<file path="config.mk">
export PLATFORM = sky130hd
export DESIGN_NAME = hls_chain_sequencer
export DESIGN_NICKNAME = d
export VERILOG_FILES = /design/src/rtl/hls_chain_sequencer.sv
export SDC_FILE = /design/constraint.sdc
export NUM_CORES = 1
export LEC_CHECK = 0
export BUFFER_PORTS_ARGS = -buffer_cell sky130_fd_sc_hd__buf_2
export CAP_MARGIN = 20
export CELL_PAD_IN_SITES_DETAIL_PLACEMENT = 2
export CELL_PAD_IN_SITES_GLOBAL_PLACEMENT = 2
export CORE_ASPECT_RATIO = 1.5
export CORE_MARGIN = 10
export CORE_UTILIZATION = 35
export CTS_CLUSTER_DIAMETER = 40
export CTS_CLUSTER_SIZE = 28
export DETAILED_ROUTE_END_ITERATION = 12
export PLACE_DENSITY_LB_ADDON = 0.1
export SYNTH_ARGS = -nofsm -noshare
export SYNTH_HDL_FRONTEND = slang
export SYNTH_SLANG_ARGS = --single-unit
</file>
<file path="constraint.sdc">
create_clock -name clk -period 2.5 [get_ports clk]
set_input_delay 0.25 -clock clk [delete_from_list [all_inputs] [get_ports clk]]
set_output_delay 0.25 -clock clk [all_outputs]
set_load 0.05 [all_outputs]
</file>
<file path="src/rtl/hls_chain_sequencer.sv">
// Clocked ap_start/ap_ready/ap_done sequencer for a linear chain of HLS processes,
// carrying a BX tag per stage for page selection of the inter-stage memories.
module hls_chain_sequencer #(
  parameter int NSTAGES = 3,
  parameter int BX_W    = 2,
  parameter int CNT_W   = 16
) (
  input  logic                    clk,
  input  logic                    reset,
  input  logic                    en_proc,
  input  logic [BX_W-1:0]         bx_in,
  output logic                    in_ready,
  output logic [NSTAGES-1:0]      stage_start,
  input  logic [NSTAGES-1:0]      stage_ready,
  input  logic [NSTAGES-1:0]      stage_done,
  output logic [NSTAGES*BX_W-1:0] stage_bx,
  output logic [NSTAGES-1:0]      stage_busy,
  output logic [BX_W-1:0]         bx_out,
  output logic                    bx_valid,
  output logic [CNT_W-1:0]        evt_count,
  output logic [NSTAGES-1:0]      overrun,
  input  logic                    clear_err
);

  // Handshake: a stage owns an event from launch (start) until ap_done is seen
  // while owning; ap_ready only moves it from start to busy. A pending slot
  // accepts an arrival when empty or when it launches in the same cycle.
  logic [NSTAGES-1:0] r_pend;
  logic [NSTAGES-1:0] r_start;
  logic [NSTAGES-1:0] r_busy;
  logic [NSTAGES-1:0] r_ovr;
  logic [BX_W-1:0]    r_pbx [NSTAGES];
  logic [BX_W-1:0]    r_sbx [NSTAGES];
  logic [BX_W-1:0]    r_bx_out;
  logic               r_bx_valid;
  logic [CNT_W-1:0]   r_cnt;

  logic [NSTAGES-1:0] w_own;
  logic [NSTAGES-1:0] w_launch;
  logic [NSTAGES-1:0] w_done;
  logic [NSTAGES-1:0] w_arr;
  logic [NSTAGES-1:0] w_acc;
  logic [NSTAGES-1:0] w_ovr_set;
  logic [BX_W-1:0]    w_arr_bx [NSTAGES];

  always_comb begin
    w_own    = r_start | r_busy;
    w_launch = r_pend & ~w_own;
    w_done   = stage_done & w_own;
    w_arr    = '0;
    w_acc    = '0;
    for (int i = 0; i < NSTAGES; i++) begin
      w_arr_bx[i] = '0;
    end
    // Stage 0 only accepts when its slot is already empty (in_ready).
    w_arr[0]    = en_proc;
    w_arr_bx[0] = bx_in;
    w_acc[0]    = en_proc & ~r_pend[0];
    for (int i = 1; i < NSTAGES; i++) begin
      w_arr[i]    = w_done[i-1];
      w_arr_bx[i] = r_sbx[i-1];
      w_acc[i]    = w_done[i-1] & (~r_pend[i] | w_launch[i]);
    end
    w_ovr_set = w_arr & ~w_acc;
  end

  always_ff @(posedge clk or negedge reset) begin
    if (!reset) begin
      r_pend     <= '0;
      r_start    <= '0;
      r_busy     <= '0;
      r_ovr      <= '0;
      r_bx_out   <= '0;
      r_bx_valid <= 1'b0;
      r_cnt      <= '0;
      for (int i = 0; i < NSTAGES; i++) begin
        r_pbx[i] <= '0;
        r_sbx[i] <= '0;
      end
    end else begin
      for (int i = 0; i < NSTAGES; i++) begin
        if (w_launch[i]) begin
          r_start[i] <= 1'b1;
          r_sbx[i]   <= r_pbx[i];
        end else if (w_done[i]) begin
          r_start[i] <= 1'b0;
          r_busy[i]  <= 1'b0;
        end else if (r_start[i] && stage_ready[i]) begin
          r_start[i] <= 1'b0;
          r_busy[i]  <= 1'b1;
        end

        if (w_acc[i]) begin
          r_pend[i] <= 1'b1;
          r_pbx[i]  <= w_arr_bx[i];
        end else if (w_launch[i]) begin
          r_pend[i] <= 1'b0;
        end
      end

      // A new drop in the same cycle as clear_err still gets recorded.
      r_ovr      <= (clear_err ? '0 : r_ovr) | w_ovr_set;
      r_bx_valid <= w_done[NSTAGES-1];
      if (w_done[NSTAGES-1]) begin
        r_bx_out <= r_sbx[NSTAGES-1];
        r_cnt    <= r_cnt + 1'b1;
      end
    end
  end

  assign in_ready    = ~r_pend[0];
  assign stage_start = r_start;
  assign stage_busy  = w_own;
  assign bx_out      = r_bx_out;
  assign bx_valid    = r_bx_valid;
  assign evt_count   = r_cnt;
  assign overrun     = r_ovr;

  for (genvar g = 0; g < NSTAGES; g++) begin : g_bx
    assign stage_bx[g*BX_W +: BX_W] = r_sbx[g];
  end

endmodule

</file>
==> impl_metrics.env <==
export IMPL_status="finished clean"
export IMPL_synthCells=151
export IMPL_slew_headroom_pct=37.0
export IMPL_period_minus_slack_ns=1.60
export IMPL_grt_pass1_wl_microns=7750
export IMPL_n_antenna_cell=0
export IMPL_finalMaxSlewViolations=0
export IMPL_drv_cap=0
export IMPL_intPower_uw=1460
export IMPL_layout_drive_gt1_share_pct=36.1
export IMPL_vdd_ir_drop_max_v=0.000578
export IMPL_grt_overflow=0
export IMPL_root_buffer="clkbuf_8"
export IMPL_core_area_sq_um=4850
export IMPL_grt_max_degree=44
export IMPL_rr_worst_depth=5
export IMPL_p_seq_share_pct=39.3
export IMPL_final_area_sq_um=2170
export IMPL_power_switching_share_pct=48.2
export IMPL_die_h_microns=107
export IMPL_worstReg2RegEnd="evt_count[12]$_DFFE_PN0N_"
export IMPL_finalCritPeriodShare_pct=63.8
export IMPL_htree_levels=2
export IMPL_io_buffers=46
export IMPL_io_pins=47
export IMPL_r2r_slack_ns=0.90
export IMPL_met2_length_microns=2680
export IMPL_antenna_found_initial=0
export IMPL_synth_cell_type_count=23
export IMPL_cts_tree="built"
export IMPL_gp_congestion=0.772
export IMPL_wl_met1_microns=1490
export IMPL_synthesis_nets=164
export IMPL_end_kind="flip-flop"
export IMPL_track_usage_pct=11.7
export IMPL_post_cts_setup_buffers=0
export IMPL_synth_area_per_cell_sq_um=11.7
export IMPL_dieArea_sq_um=8360
export IMPL_cts_sinks=43
export IMPL_post_cts_resized=0
export IMPL_hp_class="in -> async"
export IMPL_ys_warn_count=0
export IMPL_clk_pin_slew_worst_paths_ns=0.08
export IMPL_tightest_slew_ns=0.945
export IMPL_insertion_delay_ns=0.29
export IMPL_nets=217
export IMPL_ys_ff_latch=43
export IMPL_start_kind="flip-flop"
export IMPL_finalClockSkew_ns=0.00446
export IMPL_final_common_cell="buf_2"
export IMPL_vias=1281
export IMPL_synth_seq_area_share_pct=60.8
export IMPL_worstPathMaxFanout=5
export IMPL_max_freq_mhz=627
export IMPL_wirelength_microns=4540
export IMPL_p_leak_uw=0.00113
export IMPL_drtIter0Drc=47
export IMPL_clockBufferDepth=2
export IMPL_hpwl_microns=3710
export IMPL_place_inst=263
export IMPL_power_frac_comb_pct=45.5
export IMPL_post_drt_wl_per_cell_microns=16.7
export IMPL_setup_violations=0
export IMPL_syn_to_final_growth_pct=22.5
export IMPL_rsz0062_at_grt="false"
export IMPL_critPathArrivalTime_ns=1.81
export IMPL_n_fill_cell=531
export IMPL_powerDensity_nw_per_um2=1300
export IMPL_required_ns=2.71
export IMPL_dpl_cell_area_sq_um=2080
export IMPL_maxUsedRoutingLayer="met4"
export IMPL_final_cells=271
export IMPL_cts_buffers_inserted=5
export IMPL_start_util_pct=36.5
export IMPL_layout_common_cells="46 x buf_2, 43 x dfrtp_1, 29 x nand2_1"
export IMPL_grt_pass1_vias=1592
export IMPL_synth_ff_type="dfrtp_1"
export IMPL_wl_met3_microns=297
export IMPL_die_w_microns=78.1
export IMPL_whs_ns=0.0989
export IMPL_p_clk_share_pct=15.2
export IMPL_fp_row_count=31
export IMPL_setup_tns_ns=0
export IMPL_p_switching_uw=1360
export IMPL_synth_edff_count=0
export IMPL_path_class="reg -> reg"
export IMPL_r2r_start="evt_count[0]$_DFFE_PN0N_"
export IMPL_finalHoldViolations=0
export IMPL_post_route_drc_count=0
export IMPL_vias_per_cell=4.73
export IMPL_syn_area_sq_um=1770
export IMPL_drt_first_pass_iters=2
export IMPL_ant_nets=0
export IMPL_ctsHoldBuffers=0
export IMPL_async_flop_share_pct=100
-- critical path, stage by stage (launching register included) --
cell	delay [ns]
dfrtp_1	0.42
ha_1	0.22
nand2_1	0.13
or3_1	0.38
nor3_2	0.17
xor2_1	0.18
-- stage by stage --
| step | setup WS (ns) | util [%] | power (uW) |
|---|---|---|---|
| floorplan | 0.573 | - | 2050 |
| global placement | 1.04 | 42.9 | 2370 |
| detailed placement | 0.884 | 42.9 | 2440 |
| CTS | 0.865 | 44.7 | 2880 |
| global route | 0.750 | 44.7 | 3010 |
| finish | 0.904 | 44.7 | 2820 |
-- flip-flops by register name, indices dropped and copies added (netlist names) --
| register | count |
|---|---|
| bx_valid | 1 |
| bx_out | 2 |
| r_pend | 3 |
| overrun | 3 |
| evt_count | 16 |
| r_pbx | 6 |
| stage_start | 3 |
| r_busy | 3 |
| stage_bx | 6 |
-- power by group through the flow --
stage               combinational (uW)  sequential [uW]  clock, uW
global placement                  1270             1100          0
floorplan                          493             1560          0
CTS                               1310             1120        448
detailed placement                1310             1130          0
global route                      1380             1150        480
finish                            1280             1110        427
-- logic make-up (layout without fill, tap and decap cells) --
group | after synthesis | count (layout) | share of synthesized area, %
AND/OR/NAND/NOR | 59 | 59 | 17.5
adder cells (fa/ha/maj) | 1 | 1 | 0.707
flip-flops | 43 | 43 | 60.8
AO/OA/AOI/OAI | 11 | 11 | 3.82
multiplexers | 12 | 12 | 7.64
buffers and inverters | 10 | 64 | 2.12
XOR/XNOR | 15 | 15 | 7.43
-- layout make-up --
cell class / count / area, sq um / share of cell area (%)
tap: 66 / 82.6 / 3.81
clock buffer: 6 / 72.6 / 3.35
inverter: 10 / 37.5 / 1.73
multi-input combinational: 98 / 656 / 30.3
clock inverter: 2 / 12.5 / 0.577
timing repair buffer: 46 / 230 / 10.6
sequential: 43 / 1080 / 49.7
-- Yosys cell counts, types with 2 or more instances --
library cell	count	share of area, %
nor3_2	4	2.3
xnor2_1	9	4.5
o22ai_1	2	0.71
o21ai_0	2	0.57
a21oi_1	5	1.4
inv_1	10	2.1
nand4_1	3	1.1
nor2_1	15	3.2
mux2_2	12	7.6
dfrtp_1	43	61
nand2_1	29	6.2
xor2_1	6	3.0
-- worst max-delay path by stage --
stage                               start                   endpoint  slack, ns
2_1_floorplan  stage_start[2]$_DFFE_PN0P_   evt_count[3]$_DFFE_PN0N_       0.57
3_3_place_gp     evt_count[0]$_DFFE_PN0N_  evt_count[12]$_DFFE_PN0N_       1.04
3_5_place_dp     evt_count[0]$_DFFE_PN0N_  evt_count[12]$_DFFE_PN0N_       0.88
4_1_cts          evt_count[0]$_DFFE_PN0N_  evt_count[12]$_DFFE_PN0N_       0.87
5_1_grt          evt_count[0]$_DFFE_PN0N_  evt_count[12]$_DFFE_PN0N_       0.75
6_report         evt_count[0]$_DFFE_PN0N_  evt_count[12]$_DFFE_PN0N_       0.90
-- layer usage --
metal,track usage (%),vias to the layer above
met4,4.63,0
met3,4.35,4
met1,10.5,651
li1,-,597
met2,22.6,29
met5,0,-
(Power assumes the default switching activity.)
